### src/rtl/conflict_free_memory_unmap.sv
// Read-return side of the 4-bank conflict-free NTT memory map (N=512).
// Routes bank words back to butterfly lanes, recovers logical addresses and flags bank conflicts.
module conflict_free_memory_unmap #(
  parameter int unsigned DATA_W = 16,
  parameter int unsigned CNT_W  = 16
) (
  input  logic              clk,
  input  logic              rst,
  input  logic              in_valid,
  output logic              in_ready,
  input  logic [DATA_W-1:0] bank_data_0,
  input  logic [DATA_W-1:0] bank_data_1,
  input  logic [DATA_W-1:0] bank_data_2,
  input  logic [DATA_W-1:0] bank_data_3,
  input  logic [6:0]        bank_addr_0,
  input  logic [6:0]        bank_addr_1,
  input  logic [6:0]        bank_addr_2,
  input  logic [6:0]        bank_addr_3,
  input  logic [1:0]        lane_bank_0,
  input  logic [1:0]        lane_bank_1,
  input  logic [1:0]        lane_bank_2,
  input  logic [1:0]        lane_bank_3,
  output logic              out_valid,
  input  logic              out_ready,
  output logic [DATA_W-1:0] lane_data_0,
  output logic [DATA_W-1:0] lane_data_1,
  output logic [DATA_W-1:0] lane_data_2,
  output logic [DATA_W-1:0] lane_data_3,
  output logic [8:0]        lane_addr_0,
  output logic [8:0]        lane_addr_1,
  output logic [8:0]        lane_addr_2,
  output logic [8:0]        lane_addr_3,
  output logic              lane_conflict,
  output logic              conflict_err,
  output logic [CNT_W-1:0]  conflict_cnt
);

  localparam int unsigned NUM_LANES = 4;
  localparam int unsigned BANK_AW   = 7;
  localparam int unsigned LOG_AW    = 9;

  logic [DATA_W-1:0]  w_bank_data [NUM_LANES];
  logic [BANK_AW-1:0] w_bank_addr [NUM_LANES];
  logic [1:0]         w_lane_bank [NUM_LANES];
  logic [DATA_W-1:0]  w_sel_data  [NUM_LANES];
  logic [LOG_AW-1:0]  w_sel_addr  [NUM_LANES];
  logic               w_conflict;
  logic               w_in_fire;
  logic               w_s1_move;

  logic               r_s1_v;
  logic [DATA_W-1:0]  r_s1_data [NUM_LANES];
  logic [LOG_AW-1:0]  r_s1_addr [NUM_LANES];
  logic               r_s1_conf;
  logic               r_s2_v;
  logic [DATA_W-1:0]  r_s2_data [NUM_LANES];
  logic [LOG_AW-1:0]  r_s2_addr [NUM_LANES];
  logic               r_s2_conf;
  logic               r_err;
  logic [CNT_W-1:0]   r_cnt;

  assign w_bank_data = '{bank_data_0, bank_data_1, bank_data_2, bank_data_3};
  assign w_bank_addr = '{bank_addr_0, bank_addr_1, bank_addr_2, bank_addr_3};
  assign w_lane_bank = '{lane_bank_0, lane_bank_1, lane_bank_2, lane_bank_3};

  // Lane crossbar plus inverse of bank = (A[8]+A[7:6]+A[5:4]+A[3:2]+A[1:0]) mod 4
  always_comb begin
    logic [BANK_AW-1:0] v_a;
    logic [1:0]         v_low;
    v_a   = '0;
    v_low = '0;
    for (int i = 0; i < NUM_LANES; i++) begin
      v_a           = w_bank_addr[w_lane_bank[i]];
      v_low         = 2'(w_lane_bank[i] - {1'b0, v_a[6]} - v_a[5:4] - v_a[3:2] - v_a[1:0]);
      w_sel_data[i] = w_bank_data[w_lane_bank[i]];
      w_sel_addr[i] = {v_a, v_low};
    end
  end

  assign w_conflict = (lane_bank_0 == lane_bank_1) | (lane_bank_0 == lane_bank_2) |
                      (lane_bank_0 == lane_bank_3) | (lane_bank_1 == lane_bank_2) |
                      (lane_bank_1 == lane_bank_3) | (lane_bank_2 == lane_bank_3);

  // S1 advances whenever the output register is empty or being drained this cycle
  assign w_s1_move = r_s1_v & (~r_s2_v | out_ready);
  assign in_ready  = rst & (~r_s1_v | w_s1_move);
  assign w_in_fire = in_valid & in_ready;

  always_ff @(posedge clk) begin
    if (!rst) begin
      r_s1_v    <= 1'b0;
      r_s1_conf <= 1'b0;
      r_s2_v    <= 1'b0;
      r_s2_conf <= 1'b0;
      r_err     <= 1'b0;
      r_cnt     <= '0;
      for (int i = 0; i < NUM_LANES; i++) begin
        r_s1_data[i] <= '0;
        r_s1_addr[i] <= '0;
        r_s2_data[i] <= '0;
        r_s2_addr[i] <= '0;
      end
    end else begin
      if (w_in_fire) begin
        r_s1_v    <= 1'b1;
        r_s1_conf <= w_conflict;
        for (int i = 0; i < NUM_LANES; i++) begin
          r_s1_data[i] <= w_sel_data[i];
          r_s1_addr[i] <= w_sel_addr[i];
        end
      end else if (w_s1_move) begin
        r_s1_v <= 1'b0;
      end

      if (w_s1_move) begin
        r_s2_v    <= 1'b1;
        r_s2_conf <= r_s1_conf;
        for (int i = 0; i < NUM_LANES; i++) begin
          r_s2_data[i] <= r_s1_data[i];
          r_s2_addr[i] <= r_s1_addr[i];
        end
      end else if (out_ready) begin
        r_s2_v <= 1'b0;
      end

      // Conflict statistics count accepted beats, not delivered ones
      if (w_in_fire && w_conflict) begin
        r_err <= 1'b1;
        if (r_cnt != {CNT_W{1'b1}}) begin
          r_cnt <= r_cnt + CNT_W'(1);
        end
      end
    end
  end

  assign out_valid     = r_s2_v;
  assign lane_conflict = r_s2_conf;
  assign conflict_err  = r_err;
  assign conflict_cnt  = r_cnt;
  assign lane_data_0   = r_s2_data[0];
  assign lane_data_1   = r_s2_data[1];
  assign lane_data_2   = r_s2_data[2];
  assign lane_data_3   = r_s2_data[3];
  assign lane_addr_0   = r_s2_addr[0];
  assign lane_addr_1   = r_s2_addr[1];
  assign lane_addr_2   = r_s2_addr[2];
  assign lane_addr_3   = r_s2_addr[3];

endmodule

### config.mk
export PLATFORM = sky130hd
export DESIGN_NAME = conflict_free_memory_unmap
export DESIGN_NICKNAME = d
export VERILOG_FILES = /design/src/rtl/conflict_free_memory_unmap.sv
export SDC_FILE = /design/constraint.sdc
export NUM_CORES = 1
export LEC_CHECK = 0
export CORE_MARGIN = 8
export CORE_UTILIZATION = 50
export DETAILED_ROUTE_END_ITERATION = 8
export HOLD_SLACK_MARGIN = 0.1
export PLACE_DENSITY_LB_ADDON = 0.08
export SYNTH_ARGS = -nofsm -noshare
export SYNTH_HDL_FRONTEND = slang
export SYNTH_SLANG_ARGS = --single-unit
### constraint.sdc
create_clock -name clk -period 5.15 [get_ports clk]
set_input_delay 1.03 -clock clk [delete_from_list [all_inputs] [get_ports clk]]
set_output_delay 1.03 -clock clk [all_outputs]
set_load 0.01 [all_outputs]
==> summary.txt <==
Pwr
  – Leakage power: 5.257 nW
  – Sw frac: 0.2326
  – NetSw: 0.001086 W
  – Clock power frac: 0.377
  – Max VDD drop: 0.2060 mV
  – Power Density: approximately 320 nW/um^2
  – Power Internal: 0.003584 W
  – Flop pwr share: 0.459
  – Logic pwr share: 0.164

Floorplanning
  – DIE WIDTH: 165.7 um
  – I/O pin total: 224
  – Core ar.: 21890 um^2
  – Initial Utilization: 0.5122
  – Row count: 54
  – Die Span Y: 165.7 um
  – Die area: 27470 um^2

Worst setup path
  – CP peak stage delay: 0.55 ns
  – Worst EP required: between 5 and 6 ns
  – Setup Crit Path Kind: input pin to flop
  – Most frequent CP cell: xnor2_1
  – Critical Path Source Type: input pin
  – Data arrival, critical path: 4.20 ns
  – Crit path cell chain: clkdlybuf4s50_1 -> mux4_2 -> fa_1 -> inv_1 -> fa_1 -> fa_1 -> xnor2_1 -> xnor2_1 -> xnor2_1 -> xnor2_1 -> nor2_1
  – Crit path capture type: flop
  – CP max FO: 4
  – Slowest CP cell: fa_1
  – Reg2reg path depth: 5

Clocking
  – Hold buffer count at CTS: 0
  – Post-cts sizing count: 0
  – CTS Sinks: 221
  – CTS max path bufs: 3
  – Clk pin slew, worst setup/hold paths: 0.07 ns
  – H-tree levels: 1
  – Worst skew pair latency: 0.52 ns
  – Num CTS Buffers: 23
  – Root Buffer Master: clkbuf_16
  – CTS tree: built
  – Setup bufs post-CTS: 0

Final layout
  – Layout cell share with drive strength beyond 1: 0.1717
  – Register area: approximately 6400 um^2
  – Multi-input gate area: about 4500 um^2
  – FILL cells: 1579
  – Non-Filler Instances: 1243
  – Final nets: 1062
  – Area Overhead vs Synth: 29.14%
  – Core Util, Final: 0.6614

Synth
  – Mapped Area: 11210 um^2
  – Synth area leaders: edfxtp_1 (54%), mux4_2 (18%), and2_1 (10%)
  – Post-synth cell types: 42
  – Cell taking the most area after synthesis: edfxtp_1
  – Syn_nets: 850
  – Synthesized netlist cell count: 733
  – Async set-reset flop share out of synthesis: 0
  – Warnings from Yosys: 0
  – Synthesis-stage register bit count: 221
  – Prevailing post-synth register cell: edfxtp_1
  – Register area share after synthesis: 0.5732
  – Syn Area/Cell: ~15 um^2
  – Share of the synthesized area in the top cell type: 0.5357
  – EDFF count, synth: 200

Status
  – Run status: complete, no violations

STA
  – Crit path time final: a little under 4 ns
  – Worst-Margin Slew: between 0.9 and 1 ns
  – RSZ-0062 raised after global routing: no
  – Final period util: 0.7670
  – Worst Clk Skew: 0.01495 ns
  – Setup TNS: 0 ns
  – Final Hold Viols: 0
  – Final worst slack: 1.200 ns
  – Final slew viol count: 0
  – Finish-stage setup viols: 0
  – FMAX: 253.2 MHz
  – Slew HR: 0.3565

Flow run
  – Maxcap violations: 0

Route
  – Vias per cell: 5.738
  – Antenna viol nets, final: 0
  – Final wirelength: ~28000 um
  – DRC violation total after the first TritonRoute iteration: 444
  – Via count: 7132
  – DR WL/cell: approximately 23 um
  – Drt first pass iters: 5
  – DR DRC count: 0

Global routing
  – First-pass GRT wire length: roughly 45000 um
  – Antenna violations before repair: 2
  – Tot GR Track Use: 0.2050
  – GRT overflow: 0
  – Largest net degree at the start of global routing: 74
  – Vias in the first global route: 7759

Placed design
  – RD Place Congestion: around 0.86
  – HPWL Detailed: about 20000 um
  – Dpl cells: 1200
  – Count of input and output buffers: 223
  – Post-place setup slack: approximately 0.69 ns

Hold path
  – Hold Crit Depth: 2
  – Hold Crit Class: flop to flop
## Yosys cell counts (all sizes together) (8+ instances only)
cell	n
edfxtp	200
and2	187
mux4	92
clkbuf	31
inv	26
buf	21
dfxtp	21
nor2	21
nand2	20
xnor2	16
xor2	16
fa	12
mux2i	8
## flip-flops by register name, summed over array words and instances, names as in the netlist
signal         flops
r_s2_addr         36
r_s1_conf          1
r_s1_data         64
r_s1_v             1
lane_conflict      1
out_valid          1
conflict_cnt      16
conflict_err       1
r_s1_addr         36
r_s2_data         64
## critical path, delay by kind of cell
kind                       cells  cell delay, ns
and+or+nand+nor                1            0.05
muxes                          1            0.53
xor gates and xnor gates       4            0.69
adders and majority gates      3            1.37
buffers and inverters          2            0.51
## cell type report
| class | count | share of cell area |
|---|---|---|
| repair buffers | 239 | 0.1606 |
| multi-input cells | 434 | 0.3090 |
| clock buffers | 25 | 0.04027 |
| inverters | 26 | 0.006740 |
| flip-flops and latches | 221 | 0.4438 |
| well taps | 280 | 0.02420 |
| clock inverters | 16 | 0.01504 |
| diodes | 2 | 0.0003457 |
## cells in the final DEF, fill, tap and decap left out, types with 2 or more instances in the layout
cell type        synthesis  final
clkbuf_1                31      2
nor4_1                   3      3
bufinv_16                0      5
nor3_1                   2      2
xnor2_1                 16     16
clkbuf_16                0     23
a21o_1                   2      2
dfxtp_1                 21     21
clkinv_2                 0      6
o311ai_0                 5      5
nand2_1                 20     18
xor2_1                  16     16
o22ai_1                  3      3
nand2b_1                 6      6
mux2i_1                  8      8
clkdlybuf4s50_1          0    215
nor2_1                  21     20
and2_1                 187    187
buf_2                   13      8
clkinvlp_4               0      2
nand4_1                  6      6
edfxtp_1               200    200
buf_4                    7     15
fa_1                    12     12
nor3_2                   2      2
nand3_1                  7      7
nand2_4                  0      2
mux4_2                  92     92
o41ai_1                  5      5
nor4b_1                  3      3
inv_1                   26     26
a21oi_1                  3      3
diode_2                  0      2
## through the flow
stage	area, um^2	hold slack (ns)	total power, W
global route	14480	0.4493	0.004861
detailed placement	13670	0.4306	0.002952
CTS	14470	0.4376	0.004720
finish	14480	0.4348	0.004670
floorplan	11210	0.4162	0.002627
global placement	13670	0.4275	0.002925
## cells by family (layout without fill, tap and decap cells)
kind of cell    count (synthesis)  after routing  synth area share
xor+xnor                       32             32           0.02500
compound gates                 23             23           0.01596
simple gates                  266            266            0.1415
flops                         221            221            0.5732
mux                           100            100            0.1919
fa+ha+maj                      13             13           0.02254
buf+inv                        78            306           0.02991
other cells                     0              2                 0
## routing by layer
metal | share of wire | vias to the layer above | global-route usage
met1 | 0.38 | 3596 | 0.2470
met4 | 0.025 | 0 | 0.07053
li1 | - | 3166 | -
met3 | 0.076 | 61 | 0.04614
met2 | 0.51 | 309 | 0.3566
met5 | 0 | - | 0
## power groups by stage
stage / registers [W] / logic [W] / clock network [W]
after floorplan: 0.00221 / 0.000419 / 0
after global placement: 0.00218 / 0.000748 / 0
after detailed placement: 0.00218 / 0.000771 / 0
after CTS: 0.00214 / 0.000776 / 0.00180
after global routing: 0.00216 / 0.000833 / 0.00187
final: 0.00214 / 0.000766 / 0.00176
## worst paths after layout
kind / from / endpoint / slack [ns]
max: bank_addr_3[2] / r_s1_addr[0][1] / 1.20
min: r_s1_conf / lane_conflict / 0.43
max reg2reg: r_s1_v / conflict_cnt[14] / 2.84
min reg2reg: r_s1_conf / lane_conflict / 0.43
No activity file was read; power rests on OpenSTA's default activity.
